<file path="src/rtl/cordic_job_arbiter.sv">
// cordic_job_arbiter: round-robin arbiter sharing one CORDIC engine among
// NREQ requesters. One job in flight: IDLE -> ISSUE -> WAIT -> RESP -> IDLE.
// Optional watchdog on the WAIT phase enabled by defining CORDIC_ARB_TIMEOUT_EN;
// without it rsp_err is tied low and WAIT lasts until eng_done.
module cordic_job_arbiter #(
  parameter int NREQ    = 4,
  parameter int DW      = 16,
  parameter int TIMEOUT = 40
) (
  input  logic                 clk,
  input  logic                 rst,
  input  logic [NREQ-1:0]      req_valid,
  input  logic [NREQ*DW-1:0]   req_angle,
  output logic [NREQ-1:0]      req_ready,
  output logic                 eng_start,
  output logic [DW-1:0]        eng_angle,
  input  logic                 eng_done,
  input  logic [DW-1:0]        eng_x,
  input  logic [DW-1:0]        eng_y,
  output logic [NREQ-1:0]      rsp_valid,
  input  logic [NREQ-1:0]      rsp_ready,
  output logic [DW-1:0]        rsp_x,
  output logic [DW-1:0]        rsp_y,
  output logic                 rsp_err,
  output logic                 busy
);
  localparam int GW = (NREQ > 1) ? $clog2(NREQ) : 1;

  typedef enum logic [1:0] {S_IDLE, S_ISSUE, S_WAIT, S_RESP} state_t;

  state_t          state_q, state_d;
  logic [GW-1:0]   last_q, last_d;
  logic [GW-1:0]   gnt_q, gnt_d;
  logic [DW-1:0]   angle_q, angle_d;
  logic [DW-1:0]   rx_q, rx_d;
  logic [DW-1:0]   ry_q, ry_d;
  logic [GW-1:0]   arb_idx;
  logic            arb_hit;

`ifdef CORDIC_ARB_TIMEOUT_EN
  localparam int WW = $clog2(TIMEOUT + 1);
  logic [WW-1:0]   wdog_q, wdog_d;
  logic            err_q, err_d;
`else
  // Keeps TIMEOUT referenced in builds without the watchdog.
  logic [31:0]     unused_timeout;
  assign unused_timeout = 32'(TIMEOUT);
`endif

  // Round-robin pick: first valid requester after last_grant, wrapping.
  always_comb begin
    arb_hit = 1'b0;
    arb_idx = '0;
    for (int k = 1; k <= NREQ; k++) begin
      if (!arb_hit && req_valid[(int'(last_q) + k) % NREQ]) begin
        arb_hit = 1'b1;
        arb_idx = GW'((int'(last_q) + k) % NREQ);
      end
    end
  end

  assign req_ready = (state_q == S_IDLE && arb_hit) ? (NREQ'(1) << arb_idx) : '0;
  assign rsp_valid = (state_q == S_RESP) ? (NREQ'(1) << gnt_q) : '0;
  assign eng_start = (state_q == S_ISSUE);
  assign eng_angle = angle_q;
  assign rsp_x     = rx_q;
  assign rsp_y     = ry_q;
  assign busy      = (state_q != S_IDLE);
`ifdef CORDIC_ARB_TIMEOUT_EN
  assign rsp_err   = err_q;
`else
  assign rsp_err   = 1'b0;
`endif

  // Next-state and datapath capture for the single in-flight job.
  always_comb begin
    state_d = state_q;
    last_d  = last_q;
    gnt_d   = gnt_q;
    angle_d = angle_q;
    rx_d    = rx_q;
    ry_d    = ry_q;
`ifdef CORDIC_ARB_TIMEOUT_EN
    wdog_d  = wdog_q;
    err_d   = err_q;
`endif
    case (state_q)
      S_IDLE: begin
        // req_ready is only raised for a valid requester, so a hit is a transfer.
        if (arb_hit) begin
          gnt_d   = arb_idx;
          angle_d = req_angle[int'(arb_idx)*DW +: DW];
          state_d = S_ISSUE;
        end
      end
      S_ISSUE: begin
`ifdef CORDIC_ARB_TIMEOUT_EN
        wdog_d  = '0;
`endif
        state_d = S_WAIT;
      end
      S_WAIT: begin
        // Completion wins over a timeout landing on the same cycle.
        if (eng_done) begin
          rx_d    = eng_x;
          ry_d    = eng_y;
`ifdef CORDIC_ARB_TIMEOUT_EN
          err_d   = 1'b0;
`endif
          state_d = S_RESP;
        end
`ifdef CORDIC_ARB_TIMEOUT_EN
        else if (wdog_q == WW'(TIMEOUT - 1)) begin
          rx_d    = '0;
          ry_d    = '0;
          err_d   = 1'b1;
          state_d = S_RESP;
        end else begin
          wdog_d  = wdog_q + WW'(1);
        end
`endif
      end
      S_RESP: begin
        if (rsp_ready[gnt_q]) begin
          last_d  = gnt_q;
          state_d = S_IDLE;
        end
      end
      default: state_d = S_IDLE;
    endcase
  end

  // State and job registers; reset leaves requester 0 first in line.
  always_ff @(posedge clk) begin
    if (rst) begin
      state_q <= S_IDLE;
      last_q  <= GW'(NREQ - 1);
      gnt_q   <= '0;
      angle_q <= '0;
      rx_q    <= '0;
      ry_q    <= '0;
`ifdef CORDIC_ARB_TIMEOUT_EN
      wdog_q  <= '0;
      err_q   <= 1'b0;
`endif
    end else begin
      state_q <= state_d;
      last_q  <= last_d;
      gnt_q   <= gnt_d;
      angle_q <= angle_d;
      rx_q    <= rx_d;
      ry_q    <= ry_d;
`ifdef CORDIC_ARB_TIMEOUT_EN
      wdog_q  <= wdog_d;
      err_q   <= err_d;
`endif
    end
  end

endmodule
</file>
<file path="config.mk">
export PLATFORM = sky130hd
export DESIGN_NAME = cordic_job_arbiter
export DESIGN_NICKNAME = d
export VERILOG_FILES = /design/src/rtl/cordic_job_arbiter.sv
export SDC_FILE = /design/constraint.sdc
export NUM_CORES = 1
export LEC_CHECK = 0
export ABC_CLOCK_PERIOD_IN_PS = 3050
export BUFFER_PORTS_ARGS = -buffer_cell sky130_fd_sc_hd__buf_4
export CAP_MARGIN = 20
export CELL_PAD_IN_SITES_DETAIL_PLACEMENT = 0
export CELL_PAD_IN_SITES_GLOBAL_PLACEMENT = 1
export CORE_MARGIN = 2
export CORE_UTILIZATION = 32
export DETAILED_ROUTE_END_ITERATION = 10
export PLACE_DENSITY_LB_ADDON = 0.1
export SETUP_SLACK_MARGIN = 0.02
export SYNTH_ARGS = -nofsm -noshare
export SYNTH_HDL_FRONTEND = slang
export SYNTH_SLANG_ARGS = --single-unit
export TNS_END_PERCENT = 10
</file>
<file path="constraint.sdc">
create_clock -name clk -period 3.05 [get_ports clk]
set_clock_uncertainty 0.15 [all_clocks]
set_input_delay 0.61 -clock clk [delete_from_list [all_inputs] [get_ports clk]]
set_output_delay 0.61 -clock clk [all_outputs]
set_load 0.02 [all_outputs]
</file>
; ---- After elaboration in Yosys (flattened, before gate mapping)
; Index checks and enable logic that the tools add are counted.
[totals]
reg_bits = 54
in_bits = 107
out_inout_bits = 59
elab_cells = 73
[classes]
addsub = 4
order_cmp = 5
n_eq_ne = 6
n_shift = 3
mux = 28
bitwise = 4
n_reduce_logical = 17
[ops]
columns = cell, n
row1 = $shiftx 64x7->16, 1
row2 = $lt 3x4->1 const B, 4
row3 = $mux 2, 7
row4 = $mux 1, 13
row5 = $bmux 1 s2, 5
row6 = $mux 4, 2
row7 = $pmux 2 s4, 1
row8 = $reduce_or 2->1, 4
row9 = $shl 1x2->4 const A, 2
row10 = $reduce_and 2->1, 3
row11 = $add 2x1->2 const B, 2
row12 = $add 2x2->2 const B, 2
row13 = $and 1x1->1 const A, 4
row14 = $eq 2x2->1 const B, 2
row15 = $logic_and 1x1->1, 4
row16 = $ne 2x2->1 const B, 2
row17 = $logic_not 1->1, 3
row18 = $lt 2x3->1 const B, 1
row19 = $reduce_and 3->1, 1
row20 = $eq 2x1->1 const B, 1
row21 = $logic_not 2->1, 1
row22 = $ne 2x1->1 const B, 1
row23 = $reduce_bool 2->1, 1

; ---- Longest topological paths before layout
[logic_depth]
ltp_word = 18
ltp_mapped = 8
depth_no_buf = 7

; ---- Least setup slack after synthesis
; Ideal clock, no wire load.
[synth_path]
kind = input -> output
start = input req_valid[2]
end = output req_ready[1]
t_arrival_ns = 1.785
required_ns = 2.290
slack_ns = 0.505
stages = 5
n_path_buf = 1
path_cell_list = nand2b_1 o22ai_1 a21oi_4 buf_2 nor3_1
[synth_via]
elab_chain_cells = 15
[synth_lines]
columns = element, line
row1 = start: declaration, 12  ; input logic [NREQ-1:0] req_valid,
row2 = $bmux 1 s2, 55  ; if (!arb_hit && req_valid[(int'(last_q) + k) % NREQ]) begin
row3 = $mux 1 (implied by the code) (2 in series), 55
row4 = $mux 1, 55
row5 = $logic_not 1->1, 55
row6 = $logic_and 1x1->1, 55
row7 = $mux 1, 55
row8 = $logic_not 1->1, 55
row9 = $logic_and 1x1->1, 55
row10 = $mux 1, 55
row11 = $logic_not 1->1, 55
row12 = $logic_and 1x1->1, 55
row13 = $mux 2 or $mux 1 (tied branches), 55
row14 = $shl 1x2->4 or $logic_and 1x1->1 (tied branches), 62  ; assign req_ready = (state_q == S_IDLE && arb_hit) ? (NREQ'(1) << arb_idx) : '0;
row15 = $mux 4 (*), 62
row16 = end: declaration, 14  ; output logic [NREQ-1:0] req_ready,
; Every way passes the cells marked *; elsewhere a longest branch is shown, timed or not. The select of a mux whose other input is x is not followed.

; ---- Final worst setup path
[layout_path]
start = register state_q[0]
end = output req_ready[3]
[layout_via]
elab_chain_cells = 3
[layout_lines]
columns = element, line
row1 = start: declaration, 31  ; state_t state_q, state_d;
row2 = start signal: assignment, 147  ; state_q <= state_d;
row3 = $logic_not 2->1, 62
row4 = $logic_and 1x1->1, 62
row5 = $mux 4, 62
; No other way between the ends.

==> impl_metrics.env <==
export IMPL_path_class="reg2out"
export IMPL_ios=166
export IMPL_worstReg2RegStart="last_q[1]"
export IMPL_cts_root_buffer="clkbuf_8"
export IMPL_ys_flop_type="dfxtp_1"
export IMPL_ir_drop_v=0.0003726
export IMPL_outcome="completed"
export IMPL_port_buffers=164
export IMPL_vias_per_cell=4.739
export IMPL_dr_total_vias=2725
export IMPL_reg2reg_slack_ns=0.82
export IMPL_fin_nets=580
export IMPL_fmax_mhz=378.4
export IMPL_drt_iter0_drc=84
export IMPL_slew_viol_final=0
export IMPL_synth_area_um2=2745
export IMPL_worstMarginPinSlew_ns=0.6182
export IMPL_cp_startpoint="state_q[0]"
export IMPL_die_h_um=96.62
export IMPL_core_area_um2=8258
export IMPL_clock_path_buffers=2
export IMPL_fin_tns_setup_ns=0
export IMPL_grt_total_usage_pct=16.60
export IMPL_drc=0
export IMPL_crit_path_start_kind="register"
export IMPL_cp_required_ns=2.29
export IMPL_place_ws_ns=0.4360
export IMPL_cts_tree="built"
export IMPL_firstDrtPassIters=4
export IMPL_layout_common_cells="171 x buf_4, 88 x nand2_1, 54 x dfxtp_1"
export IMPL_async_reset_ff_share_pct=0
export IMPL_die_w_um=96.62
export IMPL_hold_violations=0
export IMPL_max_slew_margin_pct=58.79
export IMPL_p_total_mw=2.585
export IMPL_crit_buf_inv=3
export IMPL_syn_inst=313
export IMPL_holdBufCountCts=0
export IMPL_setup_violations=0
export IMPL_cpLargestDelayFamily="simple AND/OR/NAND/NOR gates"
export IMPL_syn_to_final_growth_pct=51.41
export IMPL_cts_htree_levels=2
export IMPL_drt_wl_total_um=7870
export IMPL_cp_slowest_stage_delay_ns=0.39
export IMPL_drv_cap=0
export IMPL_post_cts_buffers=0
export IMPL_worstSetupEndpointType="output pin"
export IMPL_clkLatencyLatePin_ns=0.30
export IMPL_worst_slack_ns=0.4076
export IMPL_cts_sinks=54
export IMPL_rsz0062_at_grt="no"
export IMPL_arrival_ns=1.88
export IMPL_layout_drive_gt1_share_pct=42.98
export IMPL_wl_per_cell_um=13.69
export IMPL_diodes=0
export IMPL_p_leak_nw=1.978
export IMPL_fill_cells=816
export IMPL_finalWeightedCongestion=0.7535
export IMPL_final_antenna_net_count=0
export IMPL_grt_max_degree=42
export IMPL_grt_pass1_wl_um=13060
export IMPL_synth_seq_area_share_pct=39.38
export IMPL_power_density_nw_per_um2=622.0
export IMPL_final_min_clock_period_ns=2.642
export IMPL_initial_core_util_pct=33.24
export IMPL_hp_class="reg2reg"
export IMPL_final_common_cell="buf_4"
export IMPL_path_clk_slew_ns=0.10
export IMPL_avgSynthCellArea_um2=8.770
export IMPL_fin_crit_sh_pct=86.64
export IMPL_path_cells="inv_1, ha_1, inv_1, nor2_1, nand2_1, nor2_1, buf_4"
export IMPL_synthDistinctLibCells=40
export IMPL_grt_pass1_vias=2730
export IMPL_synth_nets=424
export IMPL_cts_buffers=5
export IMPL_antenna_found_initial=0
export IMPL_synth_seq_cells=54
export IMPL_synth_edf_count=0
export IMPL_dieArea_um2=9335
export IMPL_grt_ovfl_total=0
export IMPL_yosysWarnings=0
export IMPL_path_max_fanout=6
export IMPL_slowest_stage="nor2_1"
export IMPL_cts_resized=0
export IMPL_row_count=33
export IMPL_min_from="rsp_x[1]"
export IMPL_place_hpwl_um=5902
## registers in the layout (all words and copies together), names as in the netlist
signal	cells
eng_angle	16
rsp_x	16
rsp_y	16
gnt_q	2
last_q	2
state_q	2
## layer usage
| metal | routed length [um] | track usage, % | up-vias |
|---|---|---|---|
| li1 | - | - | 1386 |
| met1 | 3622 | 21.54 | 1245 |
| met2 | 3635 | 26.98 | 87 |
| met3 | 508 | 4.913 | 7 |
| met4 | 104 | 4.442 | 0 |
| met5 | 0 | 0 | - |
## final cells by class
| cell class | count | area, um^2 | area share, % |
|---|---|---|---|
| Tap cell | 105 | 131.4 | 3.161 |
| Sequential cell | 54 | 1081 | 26.01 |
| Clock buffer | 6 | 82.58 | 1.987 |
| Timing Repair Buffer | 171 | 1284 | 30.88 |
| Multi-Input combinational cell | 230 | 1513 | 36.39 |
| Clock inverter | 2 | 38.79 | 0.9332 |
| Inverter | 7 | 26.28 | 0.6321 |
## final timing paths
kind	to	cells past startpoint
worst max-delay path	req_ready[3]	7
worst min register to register	rsp_x[1]	2
worst min-delay path	rsp_x[1]	2
worst max register to register	eng_angle[8]	6
## cell usage after synthesis, drive strengths merged (2+ instances only)
| library cell | instances | area (um^2) |
|---|---|---|
| a211o | 2 | 17.52 |
| nor3b | 13 | 97.59 |
| o211ai | 7 | 82.58 |
| nor2b | 3 | 18.77 |
| buf | 12 | 87.58 |
| o21ai | 3 | 26.27 |
| inv | 7 | 26.28 |
| ha | 4 | 50.05 |
| nor2 | 9 | 41.29 |
| a21oi | 35 | 186.4 |
| and3 | 4 | 25.02 |
| clkbuf | 10 | 37.54 |
| nor3 | 3 | 15.01 |
| nand2b | 2 | 12.51 |
| nand2 | 89 | 336.6 |
| mux2i | 34 | 340.3 |
| dfxtp | 54 | 1081 |
| o221ai | 10 | 150.1 |
| a211oi | 2 | 20.02 |
## metrics by stage
stage               area (um^2)  hold WS, ns  util [%]  instances
floorplan                  2745       0.3414         -        313
global placement           4035       0.2920     48.86        567
detailed placement         4035       0.2974     48.86        567
CTS                        4156       0.3125     50.33        575
global route               4156       0.3327     50.33        575
finish                     4156       0.3085     50.33        575
## cells by family after synthesis
kind of cell	synth area share (%)
flip-flops	39.38
AND/OR/NAND/NOR	21.15
AO/OA/AOI/OAI	18.78
other	0.1366
adder cells (fa/ha/maj)	1.823
multiplexers	13.22
buffers and inverters	5.515
## power by group
group / internal (mW) / switching [mW] / total (mW)
Sequential: 0.854 / 0.0964 / 0.951
Combinational: 0.501 / 0.612 / 1.11
Clock: 0.271 / 0.251 / 0.522
Total: 1.63 / 0.960 / 2.59
## worst min-delay path, cell delays in order (launching register included)
cell and delay [ns]:
dfxtp_1 0.32, nand2_1 0.05, a21oi_1 0.05
Power figures use the tool's default switching activity.
